<file path="config.mk">
export PLATFORM = sky130hd
export DESIGN_NAME = mem_arbiter
export DESIGN_NICKNAME = d
export VERILOG_FILES = /design/src/rtl/mem_arb_pkg.sv /design/src/rtl/resp_pipe.sv /design/src/rtl/mem_arbiter.sv
export SDC_FILE = /design/constraint.sdc
export NUM_CORES = 1
export LEC_CHECK = 0
export ABC_CLOCK_PERIOD_IN_PS = 3500
export CAP_MARGIN = 0
export CORE_AREA = 2 2 109 111
export CTS_CLUSTER_DIAMETER = 30
export DETAILED_ROUTE_END_ITERATION = 12
export DIE_AREA = 0 0 111 113
export MAX_ROUTING_LAYER = met4
export PLACE_DENSITY = 0.64
export SLEW_MARGIN = 30
export SYNTH_ARGS = -nofsm -noshare
export SYNTH_HDL_FRONTEND = slang
export SYNTH_SLANG_ARGS = --single-unit
</file>
<file path="constraint.sdc">
create_clock -name clk -period 3.5 [get_ports clk]
set_clock_uncertainty 0.05 [all_clocks]
set_input_delay 1.05 -clock clk [delete_from_list [all_inputs] [get_ports clk]]
set_output_delay 1.05 -clock clk [all_outputs]
set_load 0.02 [all_outputs]
</file>
<file path="src/rtl/mem_arb_pkg.sv">
// Shared types for the two-port memory arbiter: requester id, in-flight tag,
// and the supported latency bound.
package mem_arb_pkg;

  typedef enum logic {
    SRC_I = 1'b0,
    SRC_D = 1'b1
  } src_t;

  typedef struct packed {
    logic valid;
    src_t src;
    logic is_write;
  } tag_t;

  localparam int unsigned MAX_LAT = 4;

endpackage

</file>
<file path="src/rtl/resp_pipe.sv">
// Fixed-depth tag shift register matching the memory read latency; the head
// tag identifies who owns the m_rdata beat arriving this cycle.
module resp_pipe
  import mem_arb_pkg::*;
#(
  parameter int unsigned LAT = 1
) (
  input  logic clk,
  input  logic reset,
  input  tag_t push,
  output tag_t head
);

  tag_t stage [LAT];

  always_ff @(posedge clk) begin
    if (reset) begin
      for (int i = 0; i < int'(LAT); i++) begin
        stage[i] <= '0;
      end
    end else begin
      stage[0] <= push;
      for (int i = 1; i < int'(LAT); i++) begin
        stage[i] <= stage[i-1];
      end
    end
  end

  assign head = stage[LAT-1];

endmodule

</file>
<file path="src/rtl/mem_arbiter.sv">
// Round-robin arbiter sharing one fixed-latency synchronous RAM between the
// fetch port and the load/store port, with per-port response routing.
module mem_arbiter
  import mem_arb_pkg::*;
#(
  parameter int unsigned MEM_LAT = 1,
  parameter int unsigned AW      = 32,
  parameter int unsigned DW      = 32
) (
  input  logic          clk,
  input  logic          reset,
  input  logic          i_req,
  input  logic [AW-1:0] i_addr,
  output logic          i_gnt,
  output logic          i_rvalid,
  output logic [DW-1:0] i_rdata,
  input  logic          d_req,
  input  logic          d_we,
  input  logic [AW-1:0] d_addr,
  input  logic [DW-1:0] d_wdata,
  output logic          d_gnt,
  output logic          d_rvalid,
  output logic [DW-1:0] d_rdata,
  output logic          m_en,
  output logic          m_we,
  output logic [AW-1:0] m_addr,
  output logic [DW-1:0] m_wdata,
  input  logic [DW-1:0] m_rdata,
  output logic [15:0]   conflicts
);

  if (MEM_LAT < 1 || MEM_LAT > MAX_LAT) begin : g_lat_check
    $error("mem_arbiter: MEM_LAT out of range");
  end

  src_t        last;
  logic        both;
  logic        i_win;
  logic        d_win;
  tag_t        push;
  tag_t        head;
  logic [15:0] conf_cnt;

  assign both = i_req & d_req;

  // On contention the port that did not win last time goes first.
  always_comb begin
    i_win = 1'b0;
    d_win = 1'b0;
    if (!reset) begin
      if (both) begin
        d_win = (last == SRC_I);
        i_win = (last == SRC_D);
      end else begin
        i_win = i_req;
        d_win = d_req;
      end
    end
  end

  assign i_gnt = i_win;
  assign d_gnt = d_win;
  assign m_en  = i_win | d_win;

  always_comb begin
    m_we    = 1'b0;
    m_addr  = '0;
    m_wdata = '0;
    if (d_win) begin
      m_we    = d_we;
      m_addr  = d_addr;
      m_wdata = d_wdata;
    end else if (i_win) begin
      m_addr  = i_addr;
    end
  end

  always_comb begin
    push          = '0;
    push.valid    = m_en;
    push.src      = d_win ? SRC_D : SRC_I;
    push.is_write = d_win & d_we;
  end

  always_ff @(posedge clk) begin
    if (reset) begin
      last <= SRC_I;
    end else if (d_win) begin
      last <= SRC_D;
    end else if (i_win) begin
      last <= SRC_I;
    end
  end

  always_ff @(posedge clk) begin
    if (reset) begin
      conf_cnt <= '0;
    end else if (both && conf_cnt != 16'hFFFF) begin
      conf_cnt <= conf_cnt + 16'd1;
    end
  end

  assign conflicts = reset ? 16'd0 : conf_cnt;

  resp_pipe #(
    .LAT (MEM_LAT)
  ) u_resp_pipe (
    .clk   (clk),
    .reset (reset),
    .push  (push),
    .head  (head)
  );

  // Stores acknowledge on the data port with zero data.
  always_comb begin
    i_rvalid = 1'b0;
    i_rdata  = '0;
    d_rvalid = 1'b0;
    d_rdata  = '0;
    if (!reset && head.valid) begin
      if (head.src == SRC_D) begin
        d_rvalid = 1'b1;
        d_rdata  = head.is_write ? '0 : m_rdata;
      end else begin
        i_rvalid = 1'b1;
        i_rdata  = m_rdata;
      end
    end
  end

endmodule
</file>
==> results.yml, run 1 <==
place:
  dp_hpwl_mm: 9.55
  dpl_worst_slack_ns: -0.567
  routabilityCongestion: 0.932
  portBuffers: 282
  place_inst: 692
synthesis:
  synthArstFlopShare: 0
  synth-seq-cells: 20
  synth_seq_area_share: 0.192
  ys.flop_type: "dfxtp_1"
  synth-edff-count: 0
  synth.net_count: 409
  ys_warn_count: 0
  syn_area_mm2: 0.00209
  avgSynthCellArea_um2: 7.59
  yosysUniqueCellTypes: 39
  synthCells: 275
worst_setup_path:
  cp-start-kind: "input pin"
  cp.required_ns: 2.40
  crit_fanout: 16
  critPathArrivalTime_ns: 2.36
  crit_type: "input pin to primary output"
  end_kind: "primary output"
route:
  drt_iter0_drc: 82
  drc_errors: 0
  dr_total_vias: 3118
  wl_mm: 11.3
  avgRoutedWirePerCell_um: 16.1
  drtPass1Iterations: 4
  vias_per_cell: 4.47
  ant_nets: 0
timing:
  tightest_slew_ns: 0.697
  relSlewSlack: 0.534
  fin_tns_setup_ns: 0
  hold_viol_final: 0
  rsz0062_at_grt: "true"
  max_freq_ghz: 0.289
  layout_min_cycle_time_ns: 3.46
  worst_slack_ns: 0.0431
  finalSetupViolCount: 0
  fin_crit_sh: 0.988
  holdWs_ns: 0.471
  slew_violations: 0
pwr:
  p_leak_nw: 2.54
  power.density_mw_per_mm2: 189
  peakVddDrop_uv: 155
final_layout:
  antennaDiodeCount: 0
  final_cell_mix: "134 x clkdlybuf4s50_1, 66 x and2_1, 55 x dlygate4sd2_1"
  areaGrowthSynthToFinish_pct: 138
  layout_commonest_cell: "clkdlybuf4s50_1"
  fillerInstances: 1168
  fin_cells: 698
  drive_gt1_frac: 0.220
  nets: 690
global_route:
  grt_overflow: 0
  grt_max_degree: 34
  grt_use_total: 0.166
  grt_pass1_vias: 3070
  antenna_found_initial: 0
  grt_pass1_wl_mm: 16.4
floorplan:
  dieArea_mm2: 0.0125
  pin_count: 283
  chipHeight_um: 113
  coreArea_mm2: 0.0113
  fp-row-count: 39
  die_x_um: 111
  start_util: 0.185
clock_network:
  cts-root-buf: "clkbuf_16"
  cts.clk_slew.worst_paths_ns: 0.06
  clock_latency_ns: 0.25
  cts_buffers: 3
  htreeDepth: 1
  cts.sinks: 20
  ctsHoldBuffers: 0
  cts_tree: "built"
  clock_path_buffers: 2
flow_run:
  max-cap-violations: 0
status:
  status: "finished clean"
hold_path:
  min_path_type: "register to register"
## cell type report
cell class,count,area [µm²],share of cell area
repair buffers,301,2670,0.538
clock buffers,4,88.8,0.0179
flip-flops and latches,20,400,0.0807
inverters,3,11.3,0.00227
multi-input cells,227,1610,0.325
well taps,143,179,0.0361
## critical path: stages
cell	delay [ns]
dlygate4sd2_1	0.25
buf_6	0.14
buf_4	0.19
nor2b_1	0.11
clkdlybuf4s50_1	0.62
## logic make-up after synthesis
group                      synth area share
and+or+nand+nor                       0.508
xor gates and xnor gates            0.00420
AOI/OAI and AO/OA                     0.210
adders and majority gates           0.00599
buffers and inverters                0.0557
DFF                                   0.192
muxes                                0.0246
## through the flow
step           cell area [µm²]  total power, W   util
3_5_place_dp              5150        0.000724  0.457
4_1_cts                   5240        0.000960  0.464
5_1_grt                   4960        0.000978  0.440
3_3_place_gp              5150        0.000721  0.457
2_1_floorplan             2090        0.000413      -
6_report                  4960        0.000936  0.440
## report_power, final
group	internal, W	leakage [nW]	switching, W
combinational	0.000242	2.33	0.000196
sequential	0.000232	0.162	0.00000471
clock	0.000174	0.0442	0.0000861
total	0.000649	2.54	0.000287
## final timing paths
kind / to / depth (start not counted) / slack, ns / start
worst max-delay path: conflicts[9] / 5 / 0.04 / reset
worst min-delay path: conf_cnt[10] / 1 / 0.47 / conf_cnt[10]
worst max register to register: conf_cnt[6] / 5 / 1.40 / conf_cnt[0]
worst min register to register: conf_cnt[10] / 1 / 0.47 / conf_cnt[10]
## cell usage after synthesis (2+ instances only)
cell / count / share of area
a21oi_1: 7 / 0.017
a22o_1: 32 / 0.13
and2_1: 67 / 0.20
and3_1: 38 / 0.11
buf_2: 3 / 0.0072
clkbuf_1: 20 / 0.036
dfxtp_1: 20 / 0.19
inv_1: 3 / 0.0054
mux2_4: 2 / 0.014
nand2_1: 8 / 0.014
nand3_1: 4 / 0.0096
nand4_1: 2 / 0.0060
nand4_4: 2 / 0.020
nor2_1: 12 / 0.022
nor2b_1: 16 / 0.048
nor3b_1: 2 / 0.0072
o21ai_0: 2 / 0.0048
o21ai_1: 3 / 0.0072
o31ai_1: 5 / 0.018
or3_1: 2 / 0.0060
or4_1: 7 / 0.025
## sequential cells by signal (all words and copies together), names as in the netlist
signal,flops
u_resp_pipe.stage,3
conf_cnt,16
last,1
## routing by layer
layer,track usage,vias to the layer above,wire length [µm]
met1,0.180,1396,4330
met5,-,-,0
met4,0.0300,0,140
met2,0.320,169,5980
met3,0.0284,10,798
li1,-,1543,-
## repair_timing
| item | 4_1_cts | 5_1_grt |
|---|---|---|
| cloned | 1 | 0 |
| pin swaps | 1 | 0 |
| setup endpoints to repair | 150 | 107 |
| resized for setup | 250 | 97 |
| buffers inserted | 1 | 0 |
Power figures use the tool's default switching activity.
==> run 2: changes to the inputs <==
--- a/config.mk
+++ b/config.mk
@@ -5,14 +5,15 @@
 export SDC_FILE = /design/constraint.sdc
 export NUM_CORES = 1
 export LEC_CHECK = 0
-export ABC_CLOCK_PERIOD_IN_PS = 3500
+export ABC_CLOCK_PERIOD_IN_PS = 3100
 export CAP_MARGIN = 0
-export CORE_AREA = 2 2 109 111
+export CORE_AREA = 2 2 111 113
 export CTS_CLUSTER_DIAMETER = 30
 export DETAILED_ROUTE_END_ITERATION = 12
-export DIE_AREA = 0 0 111 113
+export DIE_AREA = 0 0 113 115
+export GPL_ROUTABILITY_DRIVEN = 0
 export MAX_ROUTING_LAYER = met4
-export PLACE_DENSITY = 0.64
+export PLACE_DENSITY = 0.65
 export SLEW_MARGIN = 30
 export SYNTH_ARGS = -nofsm -noshare
 export SYNTH_HDL_FRONTEND = slang
==> constraint.sdc (replaced) <==
create_clock -name clk -period 3.1 [get_ports clk]
set_clock_uncertainty 0.05 [all_clocks]
set_input_delay 0.93 -clock clk [delete_from_list [all_inputs] [get_ports clk]]
set_output_delay 0.93 -clock clk [all_outputs]
set_load 0.02 [all_outputs]
==> run 2 against run 1 <==
  * The run now ends with design-rule violations left
  * Worst setup slack better by 0.056 ns
  * Design area grew 5.9%
  * Utilization rose by 0.45 points
  * Highest routed layer unchanged
==> results.yml, run 2 (synthesis results as in run 1) <==
global_route:
  grt_use_total: 0.167
  antenna_found_initial: 0
  grt_overflow: 0
  grt_pass1_vias: 3115
  grt_pass1_wl_mm: 16.9
  grt_max_degree: 37
floorplan:
  fp-row-count: 40
  dieArea_mm2: 0.0130
  coreArea_mm2: 0.0118
  die_x_um: 113
  pin_count: 283
  start_util: 0.177
  chipHeight_um: 115
final_layout:
  drive_gt1_frac: 0.340
  reg.largest.list: "conf_cnt x16, u_resp_pipe.stage x3, last x1"
  largest_register_ffs: 16
  layout_commonest_cell: "clkdlybuf4s50_1"
  final_util: 0.444
  fillerInstances: 1180
  nets: 703
  areaGrowthSynthToFinish_pct: 151
  antennaDiodeCount: 0
  max_flop_register: "conf_cnt"
  final_cell_mix: "130 x clkdlybuf4s50_1, 62 x and2_1, 60 x buf_2"
pwr:
  total_power_w: 0.00117
  peakVddDrop_uv: 234
  p_leak_nw: 2.50
  power.density_mw_per_mm2: 223
timing:
  hold_viol_final: 0
  finalSetupViolCount: 0
  fin_crit_sh: 0.968
  max_freq_ghz: 0.333
  holdWs_ns: 0.460
  relSlewSlack: 0.513
  slew_violations: 0
  rsz0062_at_grt: "false"
  tightest_slew_ns: 0.728
  layout_min_cycle_time_ns: 3.00
route:
  avgRoutedWirePerCell_um: 16.8
  wl_mm: 12.0
  drt_iter0_drc: 109
  drtPass1Iterations: 8
  vias_per_cell: 4.47
  drc_errors: 16
  ant_nets: 0
  dr_total_vias: 3198
worst_setup_path:
  crit_type: "input pin to primary output"
  cp.required_ns: 2.12
  cp.buffers_inverters: 3
  critPathArrivalTime_ns: 2.02
  end_kind: "primary output"
  cp-start-kind: "input pin"
  cp_cell_sequence: "buf_2 > and3b_2 > nor2b_4 > buf_6 > and2_1 > clkdlybuf4s15_2"
  cpMaxStageDelayCell: "clkdlybuf4s15_2"
  crit_fanout: 10
  cpPeakStageDelay_ns: 0.26
  cpLargestDelayFamily: "buffers and inverters"
flow_run:
  max-cap-violations: 0
clock_network:
  ctsHoldBuffers: 0
  htreeDepth: 1
  cts-root-buf: "clkbuf_16"
  cts_buffers: 3
  cts_tree: "built"
  clock_path_buffers: 2
  cts.clk_slew.worst_paths_ns: 0.06
  clock_latency_ns: 0.25
  cts.sinks: 20
status:
  status: "finished with violations"
  violations: "design-rule violations"
place:
  portBuffers: 282
  dp_hpwl_mm: 9.59
hold_path:
  min_path_type: "register to register"
## run 2: cell types whose count changed in the layout (fill, tap and decap cells not counted), sizes merged
cell,delta
clkdlybuf4s50,-4
clkbuf,-38
clkdlybuf4s15,+25
bufinv,+1
dlygate4sd2,-38
dlymetal6s2s,-6
buf,+73
## run 2: area by class of cell
class / count / area [µm²] / share of cell area
Timing Repair Buffer: 314 / 2920 / 0.557
Multi-Input combinational cell: 227 / 1630 / 0.310
Sequential cell: 20 / 400 / 0.0763
Tap cell: 147 / 184 / 0.0350
Clock buffer: 3 / 75.1 / 0.0143
Clock inverter: 1 / 30.0 / 0.00572
Inverter: 3 / 11.3 / 0.00215
## run 2: path summary, 6_finish.rpt
path	cells past startpoint	to	slack, ns	start
hold reg to reg	1	conf_cnt[10]	0.46	conf_cnt[10]
setup / recovery	6	d_rdata[13]	0.1	reset
setup reg to reg	5	conf_cnt[6]	0.98	conf_cnt[1]
hold / removal	1	conf_cnt[10]	0.46	conf_cnt[10]
## run 2: per-layer routing
layer,GRT usage,share of wire
met1,0.188,0.38
met2,0.320,0.54
met3,0.0221,0.073
met4,0.0293,0.0082
met5,-,0
## run 2: stage by stage
stage	area, µm²	setup slack, ns	std cells	TNS (ns)
after floorplan	2100	-0.0104	275	-0.313
after global placement	5190	-0.768	699	-95.02
after detailed placement	5190	-0.795	699	-95.70
after CTS	5180	-0.0169	713	-0.157
after global routing	5250	0.0406	715	0
final	5250	0.0994	715	0
## run 2: worst register-to-register path, stage by stage (launching register included)
cell,delay [ns]
dfxtp_1,0.41
ha_1,0.27
nand4_4,0.17
o41ai_4,0.70
nor3_2,0.10
mux2_4,0.31
## run 2: power by group
group	internal (W)	total [W]	leakage (nW)	switching, W
Sequential	0.000262	0.000267	0.162	0.00000516
Combinational	0.000312	0.000547	2.28	0.000235
Clock	0.000256	0.000356	0.0511	0.0000995
## run 2: what timing repair did
action	in CTS	in global routing
endpoints found under the setup margin	150	113
cloned	6	2
resized for setup	547	18
pin swaps	4	5
setup buffers	4	0
endpoints found under the hold margin	0	0
